`config.mk`:
```
export PLATFORM = sky130hd
export DESIGN_NAME = water_level_sampler
export DESIGN_NICKNAME = d
export VERILOG_FILES = /design/src/rtl/water_level_sampler.sv
export SDC_FILE = /design/constraint.sdc
export NUM_CORES = 1
export LEC_CHECK = 0
export ABC_AREA = 1
export BUFFER_PORTS_ARGS = -buffer_cell sky130_fd_sc_hd__buf_2
export CAP_MARGIN = 0
export CELL_PAD_IN_SITES_DETAIL_PLACEMENT = 1
export CELL_PAD_IN_SITES_GLOBAL_PLACEMENT = 2
export CORE_UTILIZATION = 38
export DETAILED_ROUTE_END_ITERATION = 7
export GPL_TIMING_DRIVEN = 1
export HOLD_SLACK_MARGIN = 0.15
export PLACE_DENSITY_LB_ADDON = 0.1
export SYNTH_ARGS = -nofsm -noshare
export SYNTH_HDL_FRONTEND = slang
export SYNTH_SLANG_ARGS = --single-unit
export TNS_END_PERCENT = 50
```
`constraint.sdc`:
```
create_clock -name i_clock -period 3.7 [get_ports i_clock]
set_input_delay 0.185 -clock i_clock [delete_from_list [all_inputs] [get_ports i_clock]]
set_output_delay 0.185 -clock i_clock [all_outputs]
set_load 0.1 [all_outputs]
```
`src/rtl/water_level_sampler.sv`:
```
// Debounced reader for the three reservoir level switches: validates the thermometer
// pattern, publishes a 2-bit level code, a persistent conflict flag and change events.
`timescale 1ns/1ps

module water_level_sampler #(
    parameter int DEBOUNCE_CYCLES = 8,
    parameter int CONFLICT_HOLD   = 4
) (
    input  logic       i_clock,
    input  logic       i_reset,
    input  logic       i_sample_enable,
    input  logic       i_low_water_level,
    input  logic       i_mid_water_level,
    input  logic       i_high_water_level,
    output logic [2:0] o_stable_levels,
    output logic [1:0] o_encoded_water,
    output logic       o_level_valid,
    output logic       o_conflicting_values,
    output logic       o_level_changed,
    output logic       o_level_rising
);

    localparam int DW = $clog2(DEBOUNCE_CYCLES) + 1;
    localparam logic [DW-1:0] DB_LAST   = DW'(DEBOUNCE_CYCLES - 1);
    localparam logic [7:0]    INIT_LAST = 8'(DEBOUNCE_CYCLES - 1);
    localparam logic [7:0]    HOLD_LAST = 8'(CONFLICT_HOLD - 1);

    typedef enum logic [1:0] {
        INIT    = 2'd0,
        VALID   = 2'd1,
        SUSPECT = 2'd2,
        FAULT   = 2'd3
    } state_t;

    logic [2:0]    w_raw;
    logic [2:0]    r_stable;
    logic [DW-1:0] r_db_cnt [3];

    state_t     r_state;
    state_t     w_state_next;
    logic [7:0] r_cnt;
    logic [7:0] w_cnt_next;
    logic       w_load;
    logic       w_pattern_valid;
    logic [1:0] w_mapped;

    logic [1:0] r_encoded;
    logic [1:0] r_encoded_d;
    logic       r_changed;
    logic       r_rising;

    assign w_raw = {i_high_water_level, i_mid_water_level, i_low_water_level};

    // The stable bit flips on the edge where the disagreement count would hit DEBOUNCE_CYCLES.
    always_ff @(posedge i_clock) begin
        if (i_reset) begin
            r_stable <= 3'b000;
            for (int i = 0; i < 3; i++) begin
                r_db_cnt[i] <= '0;
            end
        end else if (i_sample_enable) begin
            for (int i = 0; i < 3; i++) begin
                if (w_raw[i] == r_stable[i]) begin
                    r_db_cnt[i] <= '0;
                end else if (r_db_cnt[i] == DB_LAST) begin
                    r_stable[i] <= ~r_stable[i];
                    r_db_cnt[i] <= '0;
                end else begin
                    r_db_cnt[i] <= r_db_cnt[i] + 1'b1;
                end
            end
        end
    end

    always_comb begin
        w_pattern_valid = 1'b1;
        w_mapped        = 2'b00;
        case (r_stable)
            3'b000:  w_mapped = 2'b00;
            3'b001:  w_mapped = 2'b01;
            3'b011:  w_mapped = 2'b10;
            3'b111:  w_mapped = 2'b11;
            default: w_pattern_valid = 1'b0;
        endcase
    end

    always_ff @(posedge i_clock) begin
        if (i_reset) begin
            r_state <= INIT;
            r_cnt   <= 8'd0;
        end else begin
            r_state <= w_state_next;
            r_cnt   <= w_cnt_next;
        end
    end

    // r_cnt is shared: settling count in INIT, invalid run in SUSPECT, valid run in FAULT.
    always_comb begin
        w_state_next = r_state;
        w_cnt_next   = r_cnt;
        w_load       = 1'b0;
        if (i_sample_enable) begin
            case (r_state)
                INIT: begin
                    if (r_cnt == INIT_LAST) begin
                        if (w_pattern_valid) begin
                            w_state_next = VALID;
                            w_cnt_next   = 8'd0;
                            w_load       = 1'b1;
                        end else if (CONFLICT_HOLD == 1) begin
                            w_state_next = FAULT;
                            w_cnt_next   = 8'd0;
                        end else begin
                            w_state_next = SUSPECT;
                            w_cnt_next   = 8'd1;
                        end
                    end else begin
                        w_cnt_next = r_cnt + 8'd1;
                    end
                end
                VALID: begin
                    if (w_pattern_valid) begin
                        w_load = 1'b1;
                    end else if (CONFLICT_HOLD == 1) begin
                        w_state_next = FAULT;
                        w_cnt_next   = 8'd0;
                    end else begin
                        w_state_next = SUSPECT;
                        w_cnt_next   = 8'd1;
                    end
                end
                SUSPECT: begin
                    if (w_pattern_valid) begin
                        w_state_next = VALID;
                        w_cnt_next   = 8'd0;
                        w_load       = 1'b1;
                    end else if (r_cnt == HOLD_LAST) begin
                        w_state_next = FAULT;
                        w_cnt_next   = 8'd0;
                    end else begin
                        w_cnt_next = r_cnt + 8'd1;
                    end
                end
                FAULT: begin
                    if (!w_pattern_valid) begin
                        w_cnt_next = 8'd0;
                    end else if (r_cnt == HOLD_LAST) begin
                        w_state_next = VALID;
                        w_cnt_next   = 8'd0;
                        w_load       = 1'b1;
                    end else begin
                        w_cnt_next = r_cnt + 8'd1;
                    end
                end
                default: begin
                    w_state_next = INIT;
                    w_cnt_next   = 8'd0;
                end
            endcase
        end
    end

    // Change events compare the code against its one-cycle-old copy, so they trail the code by a cycle.
    always_ff @(posedge i_clock) begin
        if (i_reset) begin
            r_encoded   <= 2'b00;
            r_encoded_d <= 2'b00;
            r_changed   <= 1'b0;
            r_rising    <= 1'b0;
        end else begin
            if (w_load) begin
                r_encoded <= w_mapped;
            end
            r_encoded_d <= r_encoded;
            r_changed   <= (r_encoded != r_encoded_d);
            r_rising    <= (r_encoded > r_encoded_d);
        end
    end

    assign o_stable_levels      = r_stable;
    assign o_encoded_water      = r_encoded;
    assign o_level_valid        = (r_state == VALID) || (r_state == SUSPECT);
    assign o_conflicting_values = (r_state == FAULT);
    assign o_level_changed      = r_changed;
    assign o_level_rising       = r_rising;

endmodule

```
==> results of run 1 <==
-- cell families after synthesis --
kind of cell               count (synthesis)  synth area share (%)
and+or+nand+nor                          100                  25.8
buffers and inverters                     36                  8.14
AOI/OAI and AO/OA                         32                  11.4
DFF                                       31                  41.9
adders and majority gates                 11                  7.79
xor gates and xnor gates                  10                  4.96
-- layout make-up --
type                       instances  share of cell area, %
multi-input combinational        153                   44.1
sequential                        31                   37.0
inverter                          33                   6.20
clock buffer                       6                   4.13
timing repair buffer              14                   3.50
tap                               52                   3.25
clock inverter                     2                   1.75
-- metal layers --
metal | vias to the layer above | track usage, % | part of all wire [%] | wire, um
met5 | - | 0 | 0 | 0
met4 | 0 | 6.00 | 1.0 | 42
met3 | 4 | 3.61 | 1.8 | 71
met2 | 11 | 32.8 | 51 | 2040
met1 | 677 | 21.5 | 47 | 1870
li1 | 754 | - | - | -
-- per-stage QoR --
stage / area, um2 / hold slack [ns] / worst slack, ns / power [W] / instances
finish: 2000 / 0.185 / 1.97 / 0.000799 / 291
global route: 2000 / 0.204 / 1.71 / 0.000831 / 291
CTS: 2000 / 0.176 / 1.94 / 0.000813 / 291
detailed placement: 1880 / 0.473 / 1.96 / 0.000455 / 283
global placement: 1880 / 0.450 / 2.01 / 0.000449 / 283
floorplan: 1770 / 0.336 / 1.66 / 0.000433 / 220
-- sequential cells by signal, summed over array words and instances, names as in the netlist --
register         cells
r_db_cnt            12
r_cnt                8
o_stable_levels      3
o_encoded_water      2
r_encoded_d          2
r_state              2
o_level_changed      1
o_level_rising       1
-- tightest hold or removal path, delay by kind of cell --
kind,cells,cell delay (ns)
AOI/OAI and AO/OA,1,0.07
buffers and inverters,1,0.10
and+or+nand+nor,1,0.07
-- power breakdown --
part           internal (W)  leakage (nW)  switching [W]
clock network      0.000218        0.0612       0.000135
logic             0.0000222         0.527      0.0000480
registers          0.000366         0.287      0.0000101
total              0.000606         0.875       0.000193
-- worst max-delay path by stage --
stage | startpoint | end | cells after the start
after floorplan | o_stable_levels[1] | r_cnt[4] | 10
after global placement | r_cnt[0] | o_encoded_water[0] | 10
after detailed placement | r_cnt[0] | o_encoded_water[1] | 10
after CTS | r_state[0] | o_level_valid | 3
after global routing | r_cnt[0] | o_encoded_water[1] | 10
final | r_state[0] | o_level_valid | 3
-- cells in the final DEF, fill, tap and decap left out, types with 2 or more instances in the layout --
cell type	n
o211ai_1	3
nand3b_1	4
nand2_2	3
edfxtp_1	12
ha_1	11
xor2_1	6
nand3_2	2
o21bai_1	3
o31ai_1	3
inv_1	32
nand3_1	13
nand4_1	4
xnor2_1	4
nor3_1	3
nand2_1	37
a21oi_1	13
buf_2	14
nor2_1	30
o21ai_0	7
dfxtp_1	19
nor2_2	3
clkbuf_8	6
==> flow_metrics.tcl, run 1 <==
set metrics [dict create \
    status "complete, no violations" \
    ys_async_sr_fraction_pct 0 \
    path_delay_family "buffers and inverters" \
    power_density_nw_per_um2 400 \
    place_hpwl_um 3210 \
    cts_setup_buffers 0 \
    critPathArrivalTime_ns 1.55 \
    period_needed_ns 1.73 \
    slew_headroom_pct 62.7 \
    r2r_cells 10 \
    insertion_delay_ns 0.28 \
    cts_tree "built" \
    fp-row-count 24 \
    first_pass_iters 4 \
    fmax_ghz 0.577 \
    ys_seq_area_share_pct 41.9 \
    ant_nets 0 \
    drive_above_1_share_pct 14.6 \
    crit_path_start_kind "flop" \
    multi_input_area_um2 882 \
    ir_worst_vdd_mv 0.265 \
    period_share_pct 46.8 \
    grt_overflow 0 \
    crit_type "reg -> out" \
    via_count 1446 \
    register_area_um2 741 \
    yosysTopAreaCell "dfxtp_1" \
    cpMaxStageDelayCell "dfxtp_1" \
    hold_class "in -> reg" \
    io_buffers 14 \
    fin_skew_ns 0.00472 \
    fillers 553 \
    syn_to_final_growth_pct 13.2 \
    leakage_nw 0.875 \
    clkSinkCount 31 \
    cp_max_fo 6 \
    cap_violations 0 \
    hold_path_depth 3 \
    avgSynthCellArea_um2 8.03 \
    end_kind "primary output" \
    insertedDiodeCount 0 \
    cts_buffer_depth 2 \
    path_buf_inv 2 \
    synthTopCellsByCount "nand2_1, inv_1, nor2_1" \
    synth_seq_cells 31 \
    cts-root-buf "clkbuf_8" \
    antenna_found_initial 0 \
    cts-resized-gates 0 \
    yosys.cell_types.count 28 \
    tightest_slew_ns 0.560 \
    synth_edf_count 12 \
    finalSetupViolCount 0 \
    rsz0062_at_grt "false" \
    hold_violations 0 \
    ys.flop_type "dfxtp_1" \
    grt_max_degree 12 \
    yosysMostFrequentCell "nand2_1" \
    ys_warn_count 0 \
    required_ns 3.51 \
    fp.dieW_um 70.2 \
    synth_area_leaders "dfxtp_1, edfxtp_1, nand2_1, ha_1, inv_1" \
    drv_slew 0 \
    path_clk_slew_ns 0.07 \
    syn_nets 237 \
    grt_pass1_wl_um 6980 \
    cp_slowest_stage_delay_ns 0.43 \
    worstHoldStart "i_high_water_level" \
    htreeDepth 2 \
    drtIter0Drc 26 \
    gp_congestion 0.800 \
    postCtsHoldBufs 0 \
    wire_per_inst_um 13.8 \
    coreArea_um2 4410 \
    die_h_um 70.2 \
    via_per_inst 4.97 \
    synthesis.area_um2 1770 \
    ioPinCount 15 \
    wl_um 4020 \
    r2r_slack_ns 1.98 \
    cts-buffers-inserted 5 \
    finalNetCount 255 \
    fin_util_pct 45.3 \
    synth_top_cell_area_share_pct 21.5 \
    crit_chain "inv_1 > ha_1 > buf_2" \
    rr_endpoint "o_encoded_water[1]" \
    track_usage_pct 18.2 \
    grt_pass1_vias 1537 \
    timing.rr.start "r_cnt[0]" \
    drc 0 \
    setup_tns_ns 0 \
    hold_path_end "o_stable_levels[2]" \
    fp.dieArea_um2 4930 \
    synthesis.instances 220 \
    initial_utilization_pct 40.0 \
]
Note: power is estimated with default switching activity, not from simulation.
==> run 2, diff against run 1 <==
--- a/config.mk
+++ b/config.mk
@@ -10,7 +10,7 @@
 export CAP_MARGIN = 0
 export CELL_PAD_IN_SITES_DETAIL_PLACEMENT = 1
 export CELL_PAD_IN_SITES_GLOBAL_PLACEMENT = 2
-export CORE_UTILIZATION = 38
+export CORE_UTILIZATION = 35
 export DETAILED_ROUTE_END_ITERATION = 7
 export GPL_TIMING_DRIVEN = 1
 export HOLD_SLACK_MARGIN = 0.15
==> constraint.sdc (replaced) <==
create_clock -name i_clock -period 1.6 [get_ports i_clock]
set_input_delay 0.08 -clock i_clock [delete_from_list [all_inputs] [get_ports i_clock]]
set_output_delay 0.08 -clock i_clock [all_outputs]
set_load 0.1 [all_outputs]
==> run 2 against run 1 <==
Against the previous run: register-to-register slack worse by 1.9 ns; combinational power rose to 2.8 times the previous value; critical path type unchanged; critical path depth unchanged; worst hold slack better by 0.0082 ns; via count up 3.9%; non-clock buffer count up 11; clock power up 70%; clock skew up 0.0035 ns; total power up 110%; wire length up 5.5%.
==> flow_metrics.tcl, run 2 (synthesis gave the netlist of run 1 again) <==
set metrics [dict create \
    drtIter0Drc 47 \
    grt_pass1_wl_um 6970 \
    power_density_nw_per_um2 767 \
    switching_power_w 0.000433 \
    crit_path_start_kind "flop" \
    place_hpwl_um 3220 \
    tightest_slew_ns 0.494 \
    layout.cells.non_filler 317 \
    insertedDiodeCount 0 \
    end_kind "primary output" \
    htreeDepth 2 \
    cap_violations 0 \
    cp_slowest_stage_delay_ns 0.43 \
    grt_overflow 0 \
    ioPinCount 15 \
    cpMaxStageDelayCell "buf_2" \
    r2r_cells 10 \
    drv_slew 0 \
    status "complete, no violations" \
    antenna_found_initial 0 \
    register_area_um2 753 \
    period_needed_ns 1.48 \
    period_share_pct 92.4 \
    hold_path_depth 4 \
    track_usage_pct 17.2 \
    path_clk_slew_ns 0.07 \
    cp_max_fo 6 \
    mostFrequentLayoutCell "nand2_1" \
    intPower_w 0.00122 \
    clkSinkCount 31 \
    via_count 1503 \
    final_cell_mix "nand2_1, inv_1, nor2_1" \
    p_comb_share_pct 11.8 \
    ir_worst_vdd_mv 0.404 \
    via_per_inst 4.74 \
    crit_chain "buf_4 > ha_4 > buf_2" \
    fillers 602 \
    p_clk_share_pct 36.2 \
    io_buffers 14 \
    top_register "r_db_cnt" \
    grt_max_degree 12 \
    sw_frac_of_total_pct 26.1 \
    insertion_delay_ns 0.28 \
    grt_pass1_vias 1503 \
    finalNetCount 266 \
    gp_congestion 0.757 \
    seqPwrFrac_pct 52.0 \
    pre_cts_slack_ns -0.00994 \
    fp.dieW_um 73.0 \
    cts-buffers-inserted 5 \
    leakage_nw 0.912 \
    hold_class "in -> reg" \
    fmax_ghz 0.677 \
    fp-row-count 25 \
    wl_um 4240 \
    fin_ws_ns 0.122 \
    finalSetupViolCount 0 \
    multi_input_area_um2 940 \
    slew_headroom_pct 67.3 \
    cts_buffer_depth 2 \
    cts-root-buf "clkbuf_8" \
    initial_utilization_pct 36.9 \
    coreArea_um2 4790 \
    die_h_um 73.0 \
    wire_per_inst_um 13.4 \
    crit_type "reg -> out" \
    hold_violations 0 \
    dp_cells 304 \
    drive_above_1_share_pct 20.8 \
    cts_tree "built" \
    drc 0 \
    syn_to_final_growth_pct 22.2 \
    fin_skew_ns 0.00826 \
    fp.dieArea_um2 5340 \
    largest_register_ffs 12 \
    critPathArrivalTime_ns 1.40 \
    ant_nets 0 \
    power.total_w 0.00166 \
    required_ns 1.52 \
    first_pass_iters 4 \
]
-- run 2: through the flow --
step           hold WS (ns)  utilization [%]  area (um2)  setup TNS, ns
5_1_grt               0.197             45.1        2160        -0.0163
4_1_cts               0.180             44.3        2120              0
3_3_place_gp          0.347             41.7        2000              0
3_5_place_dp          0.365             41.7        2000        -0.0196
6_report              0.194             45.1        2160              0
2_1_floorplan         0.229                -        1800         -0.109
-- run 2: metal layers --
layer,part of all wire (%),vias to the layer above,global-route usage [%]
li1,-,770,-
met1,47,708,21.4
met2,49,19,28.4
met3,3.3,6,4.56
met4,1.3,0,6.75
met5,0,-,0
-- run 2: power groups by stage --
| stage | Combinational (W) | Sequential [W] | Clock, W |
|---|---|---|---|
| floorplan | 0.000122 | 0.000879 | 0 |
| finish | 0.000196 | 0.000862 | 0.000599 |
| global placement | 0.000177 | 0.000875 | 0 |
| CTS | 0.000193 | 0.000861 | 0.000633 |
| detailed placement | 0.000185 | 0.000879 | 0 |
| global route | 0.000217 | 0.000865 | 0.000663 |
-- run 2: cell type report --
cell class	instances	share of cell area, %
well taps	67	3.88
multi-input cells	153	43.5
repair buffers	25	8.23
clock buffers	7	3.53
clock inverters	1	0.232
inverters	33	5.74
flip-flops and latches	31	34.9
-- run 2: critical path, delay by kind of cell (launching register included) --
kind       cells  cell delay [ns]
fa+ha+maj      1             0.17
flops          1             0.36
buf+inv        2             0.59
-- run 2: what timing repair did --
item                                    in CTS  in global routing
endpoints found under the setup margin       2                  8
setup buffers                                0                  1
gates resized for setup                      1                  9
pin swaps                                    0                  2
hold buffers                                 4                  0
endpoints found under the hold margin        5                  0
-- run 2: final timing paths --
check | startpoint | endpoint | slack (ns)
hold reg to reg | r_cnt[1] | r_cnt[1] | 0.48
hold / removal | i_sample_enable | o_encoded_water[0] | 0.19
setup reg to reg | r_cnt[0] | o_encoded_water[1] | 0.13
setup / recovery | r_state[0] | o_conflicting_values | 0.12
==> run 3, diff against run 2 <==
--- a/config.mk
+++ b/config.mk
@@ -10,7 +10,8 @@
 export CAP_MARGIN = 0
 export CELL_PAD_IN_SITES_DETAIL_PLACEMENT = 1
 export CELL_PAD_IN_SITES_GLOBAL_PLACEMENT = 2
-export CORE_UTILIZATION = 35
+export CORE_MARGIN = 4
+export CORE_UTILIZATION = 38
 export DETAILED_ROUTE_END_ITERATION = 7
 export GPL_TIMING_DRIVEN = 1
 export HOLD_SLACK_MARGIN = 0.15
==> constraint.sdc (replaced) <==
create_clock -name i_clock -period 1.7 [get_ports i_clock]
set_input_delay 0.085 -clock i_clock [delete_from_list [all_inputs] [get_ports i_clock]]
set_output_delay 0.085 -clock i_clock [all_outputs]
set_load 0.1 [all_outputs]
==> run 3 against run 2 <==
Against the previous run: cell area shrank 4.1%; non-clock buffer count down 3; first-iteration DRC count up 11%; critical path type is now reg -> reg; largest cell class unchanged; largest power group unchanged.
==> flow_metrics.tcl, run 3 (synthesis gave the netlist of run 1 again) <==
set metrics [dict create \
    drtIter0Drc 52 \
    fp-row-count 24 \
    drv_slew 0 \
    grt_pass1_vias 1621 \
    gp_congestion 0.789 \
    cpMaxStageDelayCell "dlygate4sd3_1" \
    fp.dieW_um 76.2 \
    placed_area_um2 1900 \
    mostFrequentLayoutCell "nand2_1" \
    setup_tns_ns 0 \
    insertion_delay_ns 0.28 \
    path_clk_slew_ns 0.07 \
    grt_overflow 0 \
    fin_area_um2 2070 \
    ant_nets 0 \
    cts_buffer_depth 2 \
    cp_slowest_stage_delay_ns 0.56 \
    cp_max_fo 3 \
    end_kind "flop" \
    finalSetupViolCount 0 \
    final_cell_mix "nand2_1, inv_1, nor2_1" \
    pre_cts_slack_ns 0.0154 \
    period_needed_ns 1.70 \
    wire_per_inst_um 14.1 \
    fmax_ghz 0.588 \
    clkSinkCount 31 \
    cap_violations 0 \
    largest_register_ffs 12 \
    via_count 1507 \
    htreeDepth 2 \
    first_pass_iters 4 \
    leakage_nw 0.888 \
    fin_skew_ns 0.00909 \
    required_ns 1.86 \
    cts_setup_buffers 0 \
    crit_type "reg -> reg" \
    die_h_um 76.2 \
    hold_violations 0 \
    io_buffers 14 \
    hold_ws_ns 0.194 \
    place_hpwl_um 3150 \
    tightest_slew_ns 0.489 \
    top_register "r_db_cnt" \
    drc 0 \
    cts-buffers-inserted 5 \
    status "complete, no violations" \
    cts_tree "built" \
    wl_um 4210 \
    coreArea_um2 4410 \
    critPathArrivalTime_ns 1.86 \
    rsz0062_at_grt "true" \
    cts-root-buf "clkbuf_8" \
    hold_class "in -> reg" \
    antenna_found_initial 0 \
    grt_max_degree 12 \
    track_usage_pct 15.0 \
    initial_utilization_pct 40.0 \
    crit_path_start_kind "flop" \
    slew_headroom_pct 67.6 \
    fin_ws_ns 0.000154 \
    power_density_nw_per_um2 743 \
    ir_worst_vdd_mv 0.501 \
    ioPinCount 15 \
    hold_path_depth 4 \
    fp.dieArea_um2 5800 \
    crit_chain "ha_2 > nand3b_1 > o31ai_1 > nor2_1 > dlygate4sd3_1" \
    drive_above_1_share_pct 19.4 \
    syn_to_final_growth_pct 17.2 \
    via_per_inst 5.04 \
    finalNetCount 263 \
    period_share_pct 100 \
    grt_pass1_wl_um 7240 \
    r2r_cells 5 \
    insertedDiodeCount 0 \
]
## run 3: cell types whose count changed in the layout (fill, tap and decap cells not counted), moves of 2 or more
cell	previous run	this run
buf_4	7	2
dfxtp_4	3	0
dfxtp_2	1	6
ha_2	2	5
ha_4	2	0
nor2_1	27	29
dlygate4sd3_1	4	6
dfxtp_1	15	13
## run 3: worst paths after layout
path	start	to	slack [ns]
setup / recovery	r_db_cnt[0][0]	o_stable_levels[0]	0.0002
hold / removal	i_sample_enable	o_encoded_water[0]	0.19
setup reg to reg	r_db_cnt[0][0]	o_stable_levels[0]	0.0002
hold reg to reg	r_cnt[1]	r_cnt[1]	0.48
## run 3: layer usage
metal	vias to the layer above	share of wire, %	global-route usage, %
met1	716	49	19.0
li1	770	-	-
met5	-	0	0
met3	4	2.4	3.55
met2	17	48	25.4
met4	0	0.74	4.20
## run 3: what timing repair did
| item | in CTS | in global routing |
|---|---|---|
| hold buffers | 6 | 0 |
| endpoints found under the setup margin | 0 | 14 |
| hold endpoints to repair | 6 | 0 |
| resized for setup | 0 | 11 |
## run 3: metrics by stage
step	util, %	instances	power (W)
2_1_floorplan	-	220	0.000943
3_3_place_gp	43.1	285	0.000979
3_5_place_dp	43.1	285	0.000989
4_1_cts	46.3	299	0.00156
5_1_grt	46.9	299	0.00162
6_report	46.9	299	0.00154
## run 3: worst max-delay path: cells and delay by family (launching register included)
kind / cells / cell delay [ns]
buf+inv: 1 / 0.56
flops: 1 / 0.39
fa+ha+maj: 1 / 0.20
compound gates: 1 / 0.23
simple gates: 2 / 0.20
## run 3: layout make-up
| class | instances | area [um2] |
|---|---|---|
| fill | 550 | 2340 |
| timing repair buffer | 22 | 148 |
| clock inverter | 2 | 8.76 |
| clock buffer | 6 | 72.6 |
| tap | 52 | 65.1 |
| inverter | 33 | 124 |
| sequential | 31 | 748 |
| multi-input combinational | 153 | 905 |
## run 3: where the power goes
part           internal [W]  switching (W)
Clock              0.000281       0.000274
Combinational     0.0000587       0.000105
Sequential         0.000798      0.0000214
Total               0.00114       0.000401
